[src/rtl/conc_stim_pkg.sv]
// Shared types and constants for the stimulus vector player that drives the b06 inputs.
// Vector bit layout: bit2=__obs, bit1=cont_eql, bit0=eql.
package conc_stim_pkg;

    typedef enum logic [1:0] {
        ST_IDLE = 2'd0,
        ST_RUN  = 2'd1,
        ST_DONE = 2'd2
    } state_e;

    localparam int VEC_W_DEF    = 3;
    localparam int OBS_BIT      = 2;
    localparam int CONT_EQL_BIT = 1;
    localparam int EQL_BIT      = 0;

endpackage

[src/rtl/conc_stim_ram.sv]
// Single-port synchronous vector store: written while loading, read while playing.
// Read data is registered and only updates on a read access.
module conc_stim_ram #(
    parameter int VEC_W  = 3,
    parameter int DEPTH  = 1011,
    parameter int ADDR_W = 10
) (
    input  logic              clock,
    input  logic              en,
    input  logic              we,
    input  logic [ADDR_W-1:0] addr,
    input  logic [VEC_W-1:0]  wdata,
    output logic [VEC_W-1:0]  rdata
);

    logic [VEC_W-1:0] mem [DEPTH];
    logic [VEC_W-1:0] rdata_q;

    always_ff @(posedge clock) begin
        if (en) begin
            if (we) begin
                mem[addr] <= wdata;
            end else begin
                rdata_q <= mem[addr];
            end
        end
    end

    assign rdata = rdata_q;

endmodule

[src/rtl/conc_stim_player.sv]
// Vector player: loads stimulus words in IDLE, replays them one per clock in RUN.
// Define STIM_LOOP_EN to replay continuously instead of a single pass ending in DONE.
module conc_stim_player
    import conc_stim_pkg::*;
#(
    parameter int VEC_W  = VEC_W_DEF,
    parameter int DEPTH  = 1011,
    parameter int ADDR_W = 10
) (
    input  logic             clock,
    input  logic             reset,
    input  logic             clear,
    input  logic             ld_valid,
    output logic             ld_ready,
    input  logic [VEC_W-1:0] ld_data,
    input  logic             start,
    input  logic             stop,
    output logic [VEC_W-1:0] vec_out,
    output logic             vec_valid,
    output logic [31:0]      pc,
    output logic             busy,
    output logic             done
);

    // One extra bit so a completely full memory (fill == DEPTH) is representable.
    localparam int CNT_W = ADDR_W + 1;
    localparam logic [CNT_W-1:0] DEPTH_C = CNT_W'(DEPTH);

    state_e            state_q, state_d;
    logic [CNT_W-1:0]  fill_q, fill_d;
    logic [ADDR_W-1:0] rd_addr_q, rd_addr_d;
    logic              last_q, last_d;
    logic [VEC_W-1:0]  vec_out_q, vec_out_d;
    logic              vec_valid_q, vec_valid_d;
    logic [31:0]       pc_q, pc_d;
    logic              ld_ready_q, ld_ready_d;

    logic              ram_en, ram_we;
    logic [ADDR_W-1:0] ram_addr;
    logic [VEC_W-1:0]  ram_rdata;
    logic              go_run, can_start, at_last;

    conc_stim_ram #(.VEC_W(VEC_W), .DEPTH(DEPTH), .ADDR_W(ADDR_W)) u_ram (
        .clock (clock),
        .en    (ram_en),
        .we    (ram_we),
        .addr  (ram_addr),
        .wdata (ld_data),
        .rdata (ram_rdata)
    );

    always_comb begin
        state_d     = state_q;
        fill_d      = fill_q;
        rd_addr_d   = rd_addr_q;
        last_d      = last_q;
        vec_out_d   = vec_out_q;
        vec_valid_d = 1'b0;
        pc_d        = pc_q;
        ram_en      = 1'b0;
        ram_we      = 1'b0;
        ram_addr    = rd_addr_q;
        go_run      = 1'b0;
        can_start   = start && (fill_q != '0);
        at_last     = ({1'b0, rd_addr_q} == (fill_q - CNT_W'(1)));

        unique case (state_q)
            ST_IDLE: begin
                if (!stop && can_start) begin
                    go_run = 1'b1;
                end else if (clear) begin
                    fill_d = '0;
                end else if (ld_valid && ld_ready_q) begin
                    ram_en   = 1'b1;
                    ram_we   = 1'b1;
                    ram_addr = fill_q[ADDR_W-1:0];
                    fill_d   = fill_q + CNT_W'(1);
                end
            end
            ST_RUN: begin
                if (stop) begin
                    state_d   = ST_IDLE;
                    vec_out_d = '0;
                end else if (last_q) begin
                    state_d = ST_DONE;
                end else begin
                    // Issue the word read last cycle while fetching the next one.
                    vec_out_d   = ram_rdata;
                    vec_valid_d = 1'b1;
                    pc_d        = pc_q + 32'd1;
                    if (at_last) begin
`ifdef STIM_LOOP_EN
                        rd_addr_d = '0;
                        ram_en    = 1'b1;
                        ram_addr  = '0;
`else
                        last_d = 1'b1;
`endif
                    end else begin
                        rd_addr_d = rd_addr_q + ADDR_W'(1);
                        ram_en    = 1'b1;
                        ram_addr  = rd_addr_q + ADDR_W'(1);
                    end
                end
            end
            ST_DONE: begin
                if (stop) begin
                    state_d   = ST_IDLE;
                    vec_out_d = '0;
                end else if (can_start) begin
                    go_run = 1'b1;
                end
            end
            default: begin
                state_d   = ST_IDLE;
                vec_out_d = '0;
            end
        endcase

        if (go_run) begin
            state_d   = ST_RUN;
            rd_addr_d = '0;
            last_d    = 1'b0;
            pc_d      = '0;
            ram_en    = 1'b1;
            ram_addr  = '0;
        end

        ld_ready_d = (state_d == ST_IDLE) && (fill_d < DEPTH_C);
    end

    always_ff @(posedge clock) begin
        if (reset) begin
            state_q     <= ST_IDLE;
            fill_q      <= '0;
            rd_addr_q   <= '0;
            last_q      <= 1'b0;
            vec_out_q   <= '0;
            vec_valid_q <= 1'b0;
            pc_q        <= '0;
            ld_ready_q  <= 1'b0;
        end else begin
            state_q     <= state_d;
            fill_q      <= fill_d;
            rd_addr_q   <= rd_addr_d;
            last_q      <= last_d;
            vec_out_q   <= vec_out_d;
            vec_valid_q <= vec_valid_d;
            pc_q        <= pc_d;
            ld_ready_q  <= ld_ready_d;
        end
    end

    assign ld_ready  = ld_ready_q;
    assign vec_out   = vec_out_q;
    assign vec_valid = vec_valid_q;
    assign pc        = pc_q;
    assign busy      = (state_q == ST_RUN);
    assign done      = (state_q == ST_DONE);

endmodule
[config.mk]
export PLATFORM = sky130hd
export DESIGN_NAME = conc_stim_player
export DESIGN_NICKNAME = d
export VERILOG_FILES = /design/src/rtl/conc_stim_pkg.sv /design/src/rtl/conc_stim_ram.sv /design/src/rtl/conc_stim_player.sv
export SDC_FILE = /design/constraint.sdc
export NUM_CORES = 2
export LEC_CHECK = 0
export ABC_AREA = 1
export BUFFER_PORTS_ARGS = -buffer_cell sky130_fd_sc_hd__buf_2
export CAP_MARGIN = 10
export CORE_UTILIZATION = 60
export DETAILED_ROUTE_END_ITERATION = 8
export HOLD_SLACK_MARGIN = 0.03
export PLACE_DENSITY = 0.76
export SETUP_SLACK_MARGIN = 0.5
export SLEW_MARGIN = 20
export SYNTH_ARGS = -nofsm -noshare
export SYNTH_HDL_FRONTEND = slang
export SYNTH_HIERARCHICAL = 1
export SYNTH_SLANG_ARGS = --single-unit
export TNS_END_PERCENT = 1
[constraint.sdc]
create_clock -name clock -period 4.7 [get_ports clock]
set_input_delay 0.705 -clock clock [delete_from_list [all_inputs] [get_ports clock]]
set_output_delay 0.705 -clock clock [all_outputs]
set_load 0.01 [all_outputs]
==> results.md <==
- Status: complete, no violations
- RSZ-0062 raised after global routing: true
- CTS max path bufs: 4
- First-pass GRT wire length: 578800 um
- Htree depth: 5
- Fin. max-slew vios: 0
- Total Nets Final: 13650
- Routed Antenna Nets: 0
- CTS Hold Bufs: 0
- CP Capture Type: flop
- Row count: 171
- Final period util: 0.9626
- Post-synth EDFFs: 3036
- #FFs+latches synth: 3097
- Synthesized area: 132200 um^2
- Hpwl dp: 223600 um
- PortBufs: 47
- WHS Endpoint: fill_q[1]
- Final total power: 59.23 mW
- DRT iter0 DRCs: 14790
- DIE AREA: 222300 um^2
- Drt total wl: 397100 um
- FFs w/ async S/R, synth: 0
- Final TNS setup: 0 ps
- Clock root buffer: clkbuf_16
- DR WL/cell: 23.73 um
- Reg clk slew, reported paths: 60 ps
- R2R Path Start: fill_q[0]
- Register area share after synthesis: 0.6986
- Hold Vio Cnt, Final: 0
- Lkg Pwr: 60.50 nW
- Ys flop type: edfxtp_1
- Initial antenna violation count: 14
- Largest net degree at the start of global routing: 157
- Final Setup Violations: 0
- Yosys Warn Count: 6
- Via count: 99796
- Area contributors post-synth: edfxtp_1 (69%), nand2_1 (21%), nor2_1 (3.7%)
- Max IR drop VDD: 0.3901 mV
- Core area: 218000 um^2
- Multi-input gate area: 37310 um^2
- Critical Path AT: 5350 ps
- Syn Nets: 13322
- Internal reg-to-reg setup slack: 180 ps
- Chip Height: 471.5 um
- GP Congestion: 0.9267
- Initial DRT Pass Iterations: 6
- Required time of the worst setup path: 5520 ps
- Hold_sp: reset
- Register area: 92390 um^2
- RR Endpoint: u_ram/rdata[2]
- Slowest stage delay, CP: 390 ps
- Vias in the first global route: 94984
- I/O Pins: 48
- Most frequent cell after synthesis: nand2_1
- Commonest cells post-synth: nand2_1 (7298), edfxtp_1 (3036), nor2_1 (1320), clkbuf_1 (505), nand3_1 (346)
- Worst path most repeated cell: nand2_1
- Worst setup path class: flop to flop
- Fmax: 0.2210 GHz
- Clk_lat worst skew: 970 ps
- Residual DRC: 0
- CP max-delay cell: nor3_4
- Hold/Removal Path Class: input pin to flop
- Synth Instances: 13309
- Tmin final: 4524 ps
- Layout cells sized above 1: 0.1109
- Max-Cap Viols: 0
- Yosys top cell area share: 0.6894
- Hold Crit Depth: 2
- Routed vias/inst: 5.964
- Post-synth cell types: 47
- Initial Util: 0.6066
- Syn-to-layout area delta: 15.91%
- Startpoint Class: flop
- Sink Count: 3097
- Pwr dens: 386.4 nW/um^2
- Worst slew margin: 0.3064
- Worst-Margin Slew: 1037 ps
- Syn Area/Cell: 9.937 um^2
- Fill cells: 14474
- CTS Buf Count: 324
- Die Width: 471.5 um
- Largest fanout on the critical path: 15
- CTS tree: done
- Overflow after GRT: 0
- Leading area contributor after synthesis: edfxtp_1
- All-layer global routing usage: 0.3503
- Worst r2r path cells: 31
- Post-Route Skew: 79.90 ps
-- logic make-up (layout without fill, tap and decap cells) --
logic type,after synthesis,after routing,synth area share
compound gates,227,227,0.009026
xor+xnor,13,13,0.0008610
fa+ha+maj,4,4,0.0003785
buf+inv,914,1473,0.02824
flops,3097,3097,0.6986
other cells,0,10,0
simple gates,9054,9054,0.2629
-- timing repair --
action | CTS | global route
buffers inserted | 48 | 37
endpoints found under the setup margin | 2946 | 2996
gates cloned | 36 | 8
pin swaps | 53 | 27
endpoints found under the hold margin | 0 | 0
resized for setup | 334 | 98
-- power breakdown --
| part | switching (mW) | total (mW) | leakage, nW | internal, mW |
|---|---|---|---|---|
| Clock | 10.3 | 24.5 | 4.87 | 14.2 |
| Sequential | 0.00859 | 30.3 | 27.8 | 30.3 |
| Combinational | 3.11 | 4.45 | 27.9 | 1.35 |
| Total | 13.4 | 59.2 | 60.5 | 45.9 |
-- worst max-delay path by stage --
| stage | startpoint | endpoint | slack, ps | cells after the start |
|---|---|---|---|---|
| floorplan | fill_q[0] | u_ram/mem[728][0] | 650 | 23 |
| global placement | fill_q[0] | u_ram/rdata[2] | -670 | 30 |
| detailed placement | fill_q[1] | u_ram/rdata[2] | -620 | 27 |
| CTS | fill_q[1] | u_ram/rdata[2] | 380 | 34 |
| global route | fill_q[0] | u_ram/mem[99][1] | 40 | 26 |
| finish | fill_q[0] | u_ram/rdata[2] | 180 | 31 |
-- per-layer routing --
| metal | GRT usage | up-vias | wire length [um] |
|---|---|---|---|
| li1 | - | 44028 | - |
| met1 | 0.4631 | 47100 | 138300 |
| met2 | 0.5315 | 7250 | 176100 |
| met3 | 0.08339 | 1412 | 56030 |
| met4 | 0.2069 | 6 | 26630 |
| met5 | 0 | - | 39 |
-- critical path, delay by kind of cell (launching register included) --
| kind | cells | cell delay (ps) |
|---|---|---|
| simple gates | 19 | 2000 |
| compound gates | 2 | 350 |
| fa+ha+maj | 1 | 270 |
| buf+inv | 9 | 1410 |
| flops | 1 | 340 |
-- final cells by class --
| cell class | instances | area share |
|---|---|---|
| sequential | 3097 | 0.6028 |
| multi-input combinational | 9298 | 0.2434 |
| timing repair buffer | 767 | 0.06146 |
| antenna | 10 | 0.0001633 |
| clock buffer | 413 | 0.05651 |
| clock inverter | 144 | 0.008171 |
| timing repair inverter | 2 | 0.0001796 |
| inverter | 147 | 0.004032 |
| tap | 2854 | 0.02330 |
-- cell usage in the layout, fill, tap and decap left out, types with 44 or more instances in the layout --
| cell | instances |
|---|---|
| nand2_2 | 79 |
| nor2_2 | 132 |
| nand3_1 | 341 |
| edfxtp_1 | 3036 |
| clkinv_2 | 52 |
| clkbuf_1 | 76 |
| buf_4 | 440 |
| buf_12 | 178 |
| clkinv_1 | 62 |
| buf_2 | 44 |
| o21ai_0 | 67 |
| nand2_1 | 7203 |
| a21oi_1 | 88 |
| inv_1 | 119 |
| dfxtp_1 | 57 |
| nor2_1 | 1162 |
| clkbuf_16 | 339 |
-- registers in the layout, indices dropped and copies added (netlist names) --
register     count
u_ram/mem     3033
pc              32
fill_q          11
rd_addr_q       10
u_ram/rdata      3
vec_out          3
state_q          2
last_q           1
ld_ready         1
vec_valid        1
-- through the flow --
stage	hold slack [ps]	setup WS, ps	instance area, um^2	cells	util
global route	156.7	42.53	153300	16723	0.7030
detailed placement	468.6	-624.7	139800	16036	0.6413
finish	138.0	175.8	153300	16732	0.7031
global placement	459.0	-671.8	139800	16036	0.6413
CTS	104.6	378.5	152300	16677	0.6987
floorplan	479.5	648.0	132200	13309	-
No activity file was read; power rests on OpenSTA's default activity.
